`config.mk`:
```
export PLATFORM = sky130hd
export DESIGN_NAME = aes_share_loader32
export DESIGN_NICKNAME = d
export VERILOG_FILES = /design/src/rtl/aes_loader_pkg.sv /design/src/rtl/aes_share_wordreg.sv /design/src/rtl/aes_share_loader32.sv
export SDC_FILE = /design/constraint.sdc
export NUM_CORES = 1
export LEC_CHECK = 0
export CAP_MARGIN = 10
export CORE_AREA = 2 2 226 228
export DETAILED_ROUTE_END_ITERATION = 8
export DIE_AREA = 0 0 228 230
export PLACE_DENSITY_LB_ADDON = 0.05
export SLEW_MARGIN = 10
export SYNTH_ARGS = -nofsm -noshare
export SYNTH_HDL_FRONTEND = slang
export SYNTH_SLANG_ARGS = --single-unit
export TNS_END_PERCENT = 5
```
`constraint.sdc`:
```
create_clock -name clk -period 4.3 [get_ports clk]
set_input_delay 0.86 -clock clk [delete_from_list [all_inputs] [get_ports clk]]
set_output_delay 0.86 -clock clk [all_outputs]
set_load 0.02 [all_outputs]
```
`src/rtl/aes_loader_pkg.sv`:
```
// Shared constants for the masked AES share loader.
// State encoding and block geometry.
package aes_loader_pkg;

  typedef enum logic [1:0] {
    IDLE     = 2'd0,
    LOAD_KEY = 2'd1,
    LOAD_PT  = 2'd2,
    FULL     = 2'd3
  } state_e;

  localparam int WORDS_PER_BLOCK = 4;
  localparam logic [1:0] LAST_WORD = 2'(WORDS_PER_BLOCK - 1);

endpackage

```
`src/rtl/aes_share_wordreg.sv`:
```
// 128*D share register written one 32-bit column at a time.
// Every share keeps its own lane; shares are never combined.
module aes_share_wordreg #(
  parameter int D = 2
) (
  input  logic            clk,
  input  logic            rst,
  input  logic            clr_i,
  input  logic            we_i,
  input  logic [1:0]      idx_i,
  input  logic [32*D-1:0] data_i,
  output logic [128*D-1:0] q_o
);

  logic [128*D-1:0] q_q;
  logic [128*D-1:0] q_d;

  always_comb begin
    q_d = q_q;
    if (we_i) begin
      for (int s = 0; s < D; s++) begin
        q_d[128*s + 32*int'(idx_i) +: 32] = data_i[32*s +: 32];
      end
    end
    if (clr_i) q_d = '0;
  end

  always_ff @(posedge clk) begin
    if (rst) q_q <= '0;
    else     q_q <= q_d;
  end

  assign q_o = q_q;

endmodule

```
`src/rtl/aes_share_loader32.sv`:
```
// Collects masked key/plaintext columns into full share buses
// for the masked AES core, with key reuse across blocks.
module aes_share_loader32
  import aes_loader_pkg::*;
#(
  parameter int d = 2
) (
  input  logic             clk,
  input  logic             rst,
  input  logic             in_valid,
  output logic             in_ready,
  input  logic [32*d-1:0]  in_data,
  input  logic             in_key_reuse,
  input  logic             in_abort,
  output logic             out_valid,
  input  logic             out_ready,
  output logic [128*d-1:0] out_shares_plaintext,
  output logic [128*d-1:0] out_shares_key,
  output logic             key_loaded
);

  state_e     state_q;
  logic [1:0] cnt_q;
  logic       key_loaded_q;
  logic       in_ready_q;
  logic       out_valid_q;

  logic acc;
  logic reuse;
  logic key_we;
  logic pt_we;
  logic key_clr;
  logic pt_clr;

  assign acc   = in_valid & in_ready_q;
  assign reuse = in_key_reuse & key_loaded_q;

  always_comb begin
    key_we  = 1'b0;
    pt_we   = 1'b0;
    key_clr = 1'b0;
    pt_clr  = 1'b0;
    unique case (state_q)
      IDLE: begin
        key_we = acc & ~reuse;
        pt_we  = acc & reuse;
      end
      LOAD_KEY: begin
        key_we  = acc & ~in_abort;
        key_clr = in_abort;
        pt_clr  = in_abort;
      end
      LOAD_PT: begin
        pt_we  = acc & ~in_abort;
        pt_clr = in_abort;
      end
      FULL: pt_clr = out_ready;
    endcase
  end

  // Handshake flags are registered alongside the state.
  always_ff @(posedge clk) begin
    if (rst) begin
      state_q      <= IDLE;
      cnt_q        <= 2'd0;
      key_loaded_q <= 1'b0;
      in_ready_q   <= 1'b1;
      out_valid_q  <= 1'b0;
    end else begin
      unique case (state_q)
        IDLE: begin
          if (acc) begin
            cnt_q <= 2'd1;
            if (reuse) begin
              state_q <= LOAD_PT;
            end else begin
              state_q      <= LOAD_KEY;
              key_loaded_q <= 1'b0;
            end
          end
        end
        LOAD_KEY: begin
          if (in_abort) begin
            state_q <= IDLE;
            cnt_q   <= 2'd0;
          end else if (acc) begin
            cnt_q <= cnt_q + 2'd1;
            if (cnt_q == LAST_WORD) begin
              state_q      <= LOAD_PT;
              key_loaded_q <= 1'b1;
            end
          end
        end
        LOAD_PT: begin
          if (in_abort) begin
            state_q <= IDLE;
            cnt_q   <= 2'd0;
          end else if (acc) begin
            cnt_q <= cnt_q + 2'd1;
            if (cnt_q == LAST_WORD) begin
              state_q     <= FULL;
              in_ready_q  <= 1'b0;
              out_valid_q <= 1'b1;
            end
          end
        end
        FULL: begin
          if (out_ready) begin
            state_q     <= IDLE;
            in_ready_q  <= 1'b1;
            out_valid_q <= 1'b0;
          end
        end
      endcase
    end
  end

  aes_share_wordreg #(.D(d)) u_key (
    .clk    (clk),
    .rst    (rst),
    .clr_i  (key_clr),
    .we_i   (key_we),
    .idx_i  (cnt_q),
    .data_i (in_data),
    .q_o    (out_shares_key)
  );

  aes_share_wordreg #(.D(d)) u_pt (
    .clk    (clk),
    .rst    (rst),
    .clr_i  (pt_clr),
    .we_i   (pt_we),
    .idx_i  (cnt_q),
    .data_i (in_data),
    .q_o    (out_shares_plaintext)
  );

  assign in_ready   = in_ready_q;
  assign out_valid  = out_valid_q;
  assign key_loaded = key_loaded_q;

endmodule
```
==> tab_implementation.tex, run 1 <==
\begin{tabular}{lr}
\hline
Metric & Value \\
\hline
\multicolumn{2}{l}{\textbf{GRT}} \\
Pin count of the biggest net entering global routing & 125 \\
Overall Global Routing Usage & 0.2869 \\
Overall overflow remaining after global route & 0 \\
Via count of the first global-routing pass & 16796 \\
Initial antenna violation count & 5 \\
Global-route wire length before repair & 113900 µm \\
\multicolumn{2}{l}{\textbf{Synth}} \\
Combinational family with the most area after synthesis & compound AO/OA/AOI/OAI gates \\
Post-synthesis instance area & 18480 µm² \\
Sequential-to-total area share from yosys stat & 0.5623 \\
Number of storage elements in the synthesis netlist & 519 \\
Fraction of the mapped netlist area in simple logic gates & 0.1723 \\
Post-Synth Adder-Cell Area & 0.008802 \\
Post-synthesis area per instance & 8.758 µm² \\
Post-synthesis compound-gate area fraction & 0.1932 \\
Area share of xor/xnor cells in the synthesized design & 0 \\
Number of library cell types mapped by synthesis & 40 \\
Number of synthesis warnings & 0 \\
Ys async rst share & 0 \\
Mux share of post-synthesis cell area & 0.01733 \\
Syn Inst Count & 2110 \\
Dominant register cell in the synthesized netlist & sky130\_fd\_sc\_hd\_\_dfxtp\_1 \\
Post-synth net total & 2193 \\
Number of synthesized flops with an enable pin & 0 \\
\multicolumn{2}{l}{\textbf{Floorplanning}} \\
Rows & 82 \\
Vertical die dimension & 230 µm \\
Count of boundary I/O pins & 585 \\
Total die area & 52440 µm² \\
Placeable core region & 49860 µm² \\
Initial cell density of the core & 0.3706 \\
Width of the die & 228 µm \\
\multicolumn{2}{l}{\textbf{Status}} \\
Outcome & finished, final reports clean \\
\multicolumn{2}{l}{\textbf{Setup path}} \\
Slowest cell delay on critical path & 0.88 ns \\
Crit. End Element & register \\
Crit path max-delay family & simple AND/OR/NAND/NOR gates \\
Number of buffer and inverter stages on the critical path & 2 \\
WS Path Type & reg2reg \\
Data arrival time of the critical path & 3.68 ns \\
Cell Chain, Critical Path & inv\_1, ha\_1, nand3b\_1, buf\_4, nor2\_1, nand2\_1, a21oi\_1 \\
Endpoint required time on the critical path & 4.82 ns \\
Crit path max fanout & 20 \\
Worst-path cell with the longest stage delay & sky130\_fd\_sc\_hd\_\_nand3b\_1 \\
Critical Path Source Type & register \\
\multicolumn{2}{l}{\textbf{Clock network}} \\
Post-CTS clock slew at the launch and capture registers of the worst setup and hold paths & 0.06 ns \\
Insertion delay of the later-clocked pin in the worst-skew pair & 0.60 ns \\
CTS resizes & 0 \\
Clock root buffer & sky130\_fd\_sc\_hd\_\_clkbuf\_16 \\
Post-CTS setup-driven buffer insertion count & 0 \\
Maximum level of the CTS H-tree & 2 \\
TritonCTS buffer count & 56 \\
Worst-case clock buffer depth & 3 \\
Clock tree from TritonCTS & built \\
Clk sink count & 519 \\
Number of buffers inserted by hold repair at cts & 0 \\
\multicolumn{2}{l}{\textbf{Cells and area}} \\
Non-filler instance count after layout & 3317 \\
Combined flip-flop and latch cell area & 10390 µm² \\
Combined area of the multi-input logic cells & 7462 µm² \\
Fill cell total of the finished layout & 4634 \\
Share of cells above drive strength 1 & 0.06136 \\
Net count of the finished layout & 2684 \\
Synth-to-layout area growth & 44.82\% \\
\multicolumn{2}{l}{\textbf{Drt}} \\
Antenna-violating nets left & 0 \\
Wire length per cell & 23.57 µm \\
Vias per cell & 5.289 \\
DRC violation count after routing & 0 \\
Top metal layer carrying routed signals & met4 \\
Total wirelength of the detailed-routed design & 78170 µm \\
Via count & 17544 \\
TritonRoute pass-1 iters & 8 \\
Met1 Wirelength & 32140 µm \\
Initial drt markers & 1188 \\
Met3 layer wire length in the routed design & 6875 µm \\
Length of routed met2 wiring & 35960 µm \\
\multicolumn{2}{l}{\textbf{Place}} \\
Detailed-placement wirelength estimate & 55230 µm \\
Port Buffer Count & 584 \\
Placed Instances & 3215 \\
Weighted congestion reported at the end of routability-driven placement & 0.8713 \\
\multicolumn{2}{l}{\textbf{STA}} \\
FMAX & 315.9 MHz \\
Transition time at the pin with the least slew margin & 1.097 ns \\
Share of the cycle needed by the critical path after routing & 0.7362 \\
Count of endpoints failing setup in the final report & 0 \\
Final worst path period need & 3.166 ns \\
Skew final & 0.01308 ns \\
Pins Over Slew Limit & 0 \\
Final Hold Fails & 0 \\
Post-route setup TNS & 0 ns \\
Remaining max-slew budget at the tightest pin & 0.2667 \\
RSZ-0062 raised after global routing & false \\
\multicolumn{2}{l}{\textbf{Power}} \\
Leakage power figure & 9.259 nW \\
Power density cells & 392.0 nW/µm² \\
Maximum resistive drop on vdd & 0.2713 mV \\
\multicolumn{2}{l}{\textbf{Min path}} \\
Hold Crit Class & reg2reg \\
\multicolumn{2}{l}{\textbf{Job}} \\
MaxCap Viol Count & 0 \\
\hline
\end{tabular}
==> cell usage after synthesis (2+ instances only) <==
master                     instances  share of area
sky130_fd_sc_hd__a21oi_1         331          0.090
sky130_fd_sc_hd__nor3_1            7         0.0019
sky130_fd_sc_hd__clkbuf_2          2        0.00054
sky130_fd_sc_hd__nor2_2            2        0.00068
sky130_fd_sc_hd__buf_2            40          0.011
sky130_fd_sc_hd__clkbuf_1        144          0.029
sky130_fd_sc_hd__nand3b_1          2        0.00081
sky130_fd_sc_hd__o21ai_0           8         0.0022
sky130_fd_sc_hd__ha_1             13         0.0088
sky130_fd_sc_hd__nand4_1           2        0.00068
sky130_fd_sc_hd__nand2b_1          2        0.00068
sky130_fd_sc_hd__nor2b_1           3         0.0010
sky130_fd_sc_hd__nand4b_1          2        0.00095
sky130_fd_sc_hd__nor2_1          105          0.021
sky130_fd_sc_hd__nand3_1         134          0.036
sky130_fd_sc_hd__o21ai_1           6         0.0016
sky130_fd_sc_hd__and3_1            4         0.0014
sky130_fd_sc_hd__o21a_1            3         0.0012
sky130_fd_sc_hd__a31oi_1           2        0.00068
sky130_fd_sc_hd__buf_6             3         0.0018
sky130_fd_sc_hd__mux2i_1          32          0.017
sky130_fd_sc_hd__buf_1            11         0.0022
sky130_fd_sc_hd__a21oi_2           2        0.00095
sky130_fd_sc_hd__a22o_1          193          0.091
sky130_fd_sc_hd__a21o_1            3         0.0012
sky130_fd_sc_hd__inv_1             7         0.0014
sky130_fd_sc_hd__nand2_1         516           0.10
sky130_fd_sc_hd__dfxtp_1         519           0.56
==> registers in the layout, indices dropped and copies added, names as in the netlist <==
register,count
u_key.q_o,256
u_pt.q_o,256
cnt_q,2
state_q,2
in_ready,1
key_loaded,1
out_valid,1
==> worst reg2reg max path: stages (launching register included) <==
cell	delay, ns
sky130_fd_sc_hd__dfxtp_1	0.57
sky130_fd_sc_hd__inv_1	0.22
sky130_fd_sc_hd__ha_1	0.46
sky130_fd_sc_hd__nand3b_1	0.88
sky130_fd_sc_hd__buf_4	0.51
sky130_fd_sc_hd__nor2_1	0.21
sky130_fd_sc_hd__nand2_1	0.09
sky130_fd_sc_hd__a21oi_1	0.14
==> cell families (layout without fill, tap and decap cells) <==
family / Yosys count / count (layout)
muxes: 32 / 32
buffers and inverters: 207 / 737
AOI/OAI and AO/OA: 557 / 557
and+or+nand+nor: 782 / 782
DFF: 519 / 519
adders and majority gates: 13 / 13
other: 0 / 5
==> final cells by class <==
class | count | share of cell area
Clock inverter | 10 | 0.004021
Timing Repair Buffer | 633 | 0.2340
Multi-Input combinational cell | 1384 | 0.2788
Clock buffer | 87 | 0.06199
Tap cell | 672 | 0.03142
Inverter | 7 | 0.0009818
Antenna cell | 5 | 0.0004675
Sequential cell | 519 | 0.3882
==> metrics by stage <==
| stage | utilization | power [W] | area [µm²] | hold WS (ns) | worst slack [ns] |
|---|---|---|---|---|---|
| floorplan | - | 0.005478 | 18480 | 0.5079 | 2.023 |
| global placement | 0.5010 | 0.005911 | 24980 | 0.4413 | 0.9193 |
| detailed placement | 0.5010 | 0.005918 | 24980 | 0.4458 | 0.8811 |
| CTS | 0.5365 | 0.01057 | 26750 | 0.4538 | 1.100 |
| global route | 0.5367 | 0.01081 | 26760 | 0.4659 | 0.8763 |
| finish | 0.5367 | 0.01049 | 26760 | 0.4510 | 1.134 |
==> routing by layer <==
metal	vias up	global-route usage
met5	-	0
met4	0	0.1172
met3	155	0.09226
met2	663	0.4565
met1	8564	0.3597
li1	8162	-
==> layout by cell type (no fill, tap or decap), types with 3 or more instances in the layout <==
master | netlist | layout
sky130_fd_sc_hd__o21ai_2 | 0 | 4
sky130_fd_sc_hd__a21oi_1 | 331 | 324
sky130_fd_sc_hd__mux2i_1 | 32 | 32
sky130_fd_sc_hd__nor2_1 | 105 | 101
sky130_fd_sc_hd__o21a_1 | 3 | 3
sky130_fd_sc_hd__and3_1 | 4 | 4
sky130_fd_sc_hd__clkinv_2 | 0 | 6
sky130_fd_sc_hd__a21oi_4 | 0 | 9
sky130_fd_sc_hd__nor3_2 | 0 | 4
sky130_fd_sc_hd__o21ai_0 | 8 | 7
sky130_fd_sc_hd__inv_1 | 7 | 7
sky130_fd_sc_hd__nand3_1 | 134 | 134
sky130_fd_sc_hd__o21ai_4 | 0 | 3
sky130_fd_sc_hd__clkbuf_1 | 144 | 18
sky130_fd_sc_hd__clkdlybuf4s50_1 | 0 | 584
sky130_fd_sc_hd__buf_4 | 0 | 45
sky130_fd_sc_hd__clkbuf_16 | 0 | 57
sky130_fd_sc_hd__clkbuf_8 | 0 | 12
sky130_fd_sc_hd__dfxtp_1 | 519 | 519
sky130_fd_sc_hd__a22o_1 | 193 | 193
sky130_fd_sc_hd__buf_12 | 0 | 4
sky130_fd_sc_hd__nand2_1 | 516 | 516
sky130_fd_sc_hd__ha_1 | 13 | 12
sky130_fd_sc_hd__nor2b_1 | 3 | 3
sky130_fd_sc_hd__diode_2 | 0 | 5
sky130_fd_sc_hd__nor3_1 | 7 | 3
sky130_fd_sc_hd__nor2_4 | 0 | 5
==> where the power goes <==
| group | leakage [nW] | internal (W) | total [W] | switching (W) |
|---|---|---|---|---|
| Clock | 0.870 | 0.00275 | 0.00467 | 0.00193 |
| Combinational | 4.21 | 0.000245 | 0.000951 | 0.000706 |
| Sequential | 4.18 | 0.00484 | 0.00487 | 0.0000235 |
| Total | 9.26 | 0.00783 | 0.0105 | 0.00266 |
==> worst paths after layout <==
path	startpoint	end	slack [ns]	cells after the start
max	cnt_q[0]$_SDFFE_PP0P_	u_key.q_o[122]$_SDFFE_PP0P_	1.13	7
min	u_pt.q_o[152]$_SDFFE_PP0P_	u_pt.q_o[152]$_SDFFE_PP0P_	0.45	2
max reg2reg	cnt_q[0]$_SDFFE_PP0P_	u_key.q_o[122]$_SDFFE_PP0P_	1.13	7
min reg2reg	u_pt.q_o[152]$_SDFFE_PP0P_	u_pt.q_o[152]$_SDFFE_PP0P_	0.45	2
No activity file was read; power rests on OpenSTA's default activity.
==> inputs of run 2 (changes only) <==
Clock period 4.3 ns to 2.9 ns, I/O delays scaled along.
==> run 2 against run 1 <==
  * Combinational power rose by 60%
  * Design area rose by 2.1%
  * Sequential share of layout area fell by 0.81 points
  * Wire length rose by 2.1%
  * Utilization rose by 1.1 points
  * Maximum frequency rose by 24%
  * First-iteration DRC count rose by 9.5%
  * Worst setup slack got worse by 0.79 ns
  * Sequential power rose by 48%
  * Hold slack improved by 0.0020 ns
  * Largest cell class unchanged
==> tab_implementation.tex, run 2 (synthesized netlist as in run 1, its figures left out) <==
\begin{tabular}{lr}
\hline
Metric & Value \\
\hline
\multicolumn{2}{l}{\textbf{STA}} \\
Final Hold Fails & 0 \\
Transition time at the pin with the least slew margin & 0.9491 ns \\
FMAX & 392.0 MHz \\
Skew final & 0.01854 ns \\
Remaining max-slew budget at the tightest pin & 0.3673 \\
Count of endpoints failing setup in the final report & 0 \\
RSZ-0062 raised after global routing & false \\
Share of the cycle needed by the critical path after routing & 0.8797 \\
Final worst path period need & 2.551 ns \\
Pins Over Slew Limit & 0 \\
Hold Worst Slack & 0.4530 ns \\
Post-route setup TNS & 0 ns \\
\multicolumn{2}{l}{\textbf{Floorplanning}} \\
Rows & 82 \\
Vertical die dimension & 230 µm \\
Count of boundary I/O pins & 585 \\
Total die area & 52440 µm² \\
Width of the die & 228 µm \\
Initial cell density of the core & 0.3706 \\
Placeable core region & 49860 µm² \\
\multicolumn{2}{l}{\textbf{GRT}} \\
Initial antenna violation count & 0 \\
Overall overflow remaining after global route & 0 \\
Global-route wire length before repair & 114800 µm \\
Pin count of the biggest net entering global routing & 150 \\
Via count of the first global-routing pass & 16611 \\
Overall Global Routing Usage & 0.2895 \\
\multicolumn{2}{l}{\textbf{Power}} \\
Power density cells & 583.1 nW/µm² \\
PnR Total Power & 0.01594 W \\
Maximum resistive drop on vdd & 0.4642 mV \\
Leakage power figure & 9.559 nW \\
\multicolumn{2}{l}{\textbf{Setup path}} \\
Critical Path Source Type & register \\
Crit. End Element & register \\
WS Path Type & reg2reg \\
Setup crit start & state\_q[0]\$\_SDFFE\_PP0P\_ \\
Source of the worst register-to-register timing path & state\_q[0]\$\_SDFFE\_PP0P\_ \\
Crit path max fanout & 32 \\
Data arrival time of the critical path & 3.09 ns \\
Endpoint required time on the critical path & 3.44 ns \\
\multicolumn{2}{l}{\textbf{Place}} \\
Port Buffer Count & 584 \\
Weighted congestion reported at the end of routability-driven placement & 0.8835 \\
Detailed-placement wirelength estimate & 55670 µm \\
\multicolumn{2}{l}{\textbf{Clock network}} \\
Clk sink count & 519 \\
Maximum level of the CTS H-tree & 2 \\
Insertion delay of the later-clocked pin in the worst-skew pair & 0.61 ns \\
Clock root buffer & sky130\_fd\_sc\_hd\_\_clkbuf\_16 \\
Post-CTS clock slew at the launch and capture registers of the worst setup and hold paths & 0.06 ns \\
Worst-case clock buffer depth & 3 \\
CTS resizes & 0 \\
TritonCTS buffer count & 55 \\
Clock tree from TritonCTS & built \\
Number of buffers inserted by hold repair at cts & 0 \\
Post-CTS setup-driven buffer insertion count & 0 \\
\multicolumn{2}{l}{\textbf{Drt}} \\
Length of routed met2 wiring & 37660 µm \\
Top metal layer carrying routed signals & met4 \\
Wire length per cell & 23.77 µm \\
Total wirelength of the detailed-routed design & 79780 µm \\
TritonRoute pass-1 iters & 7 \\
Met1 Wirelength & 33380 µm \\
Met3 layer wire length in the routed design & 6672 µm \\
Vias per cell & 5.292 \\
Antenna-violating nets left & 0 \\
DRC violation count after routing & 0 \\
Via count & 17764 \\
Initial drt markers & 1301 \\
\multicolumn{2}{l}{\textbf{Cells and area}} \\
Highest-count cells in the layout ignoring fill and taps & sky130\_fd\_sc\_hd\_\_clkdlybuf4s50\_1, sky130\_fd\_sc\_hd\_\_dfxtp\_1, sky130\_fd\_sc\_hd\_\_nand2\_1 \\
Share of cells above drive strength 1 & 0.07970 \\
Fin util & 0.5482 \\
Most common cell after layout, fill and taps aside & sky130\_fd\_sc\_hd\_\_clkdlybuf4s50\_1 \\
Synth-to-layout area growth & 47.92\% \\
Number of diodes added for antenna fixing & 0 \\
Net count of the finished layout & 2724 \\
\multicolumn{2}{l}{\textbf{Min path}} \\
Origin of the worst min-delay path & u\_key.q\_o[23]\$\_SDFFE\_PP0P\_ \\
Hold Crit Class & reg2reg \\
\multicolumn{2}{l}{\textbf{Job}} \\
MaxCap Viol Count & 0 \\
\multicolumn{2}{l}{\textbf{Status}} \\
Outcome & finished, final reports clean \\
\hline
\end{tabular}
==> run 2: cell types whose count changed in the layout (fill, tap and decap cells not counted), sizes merged <==
cell and change:
diode -5, buf +41, inv +2, clkbuf -9, clkinv +3, bufinv +3
clkinvlp +5
==> run 2: path summary, 6_finish.rpt <==
path / cells after the start / to / slack [ns]
setup / recovery: 7 / u_key.q_o[177]$_SDFFE_PP0P_ / 0.35
hold / removal: 2 / u_key.q_o[23]$_SDFFE_PP0P_ / 0.45
hold reg to reg: 2 / u_key.q_o[23]$_SDFFE_PP0P_ / 0.45
setup reg to reg: 7 / u_key.q_o[177]$_SDFFE_PP0P_ / 0.35
==> run 2: area by class of cell <==
cell class                      instances  area (µm²)
Sequential cell                       519       10390
Inverter                                7       26.28
Clock inverter                         23       260.3
Clock buffer                           78        1583
Timing Repair Buffer                  674        6771
Multi-Input combinational cell       1384        7462
Tap cell                              672       840.8
Fill cell                            4569       22530
==> run 2: stage by stage <==
stage	instance area (µm²)	std cells	setup WS [ns]
floorplan	18480	2110	0.7944
global placement	25490	3256	0.1893
detailed placement	25490	3256	0.1366
CTS	27330	3357	0.3580
global route	27330	3357	0.1091
finish	27330	3357	0.3488
==> run 2: per-layer routing <==
layer,vias up,track usage
met5,-,0
li1,8253,-
met2,715,0.4819
met4,0,0.07435
met3,117,0.08259
met1,8679,0.3689
==> run 2: worst max-delay path, stage by stage (launching register included) <==
cell and delay, ns:
sky130_fd_sc_hd__dfxtp_1 0.40, sky130_fd_sc_hd__inv_1 0.09, sky130_fd_sc_hd__ha_1 0.34, sky130_fd_sc_hd__a21bo_1 0.41, sky130_fd_sc_hd__buf_4 0.22, sky130_fd_sc_hd__a21oi_4 0.08
sky130_fd_sc_hd__nor2_4 0.68, sky130_fd_sc_hd__a22o_1 0.26
==> run 2: power breakdown <==
group | switching [W] | internal [W]
sequential | 0.0000367 | 0.00718
clock | 0.00296 | 0.00424
combinational | 0.00108 | 0.000446
total | 0.00408 | 0.0119
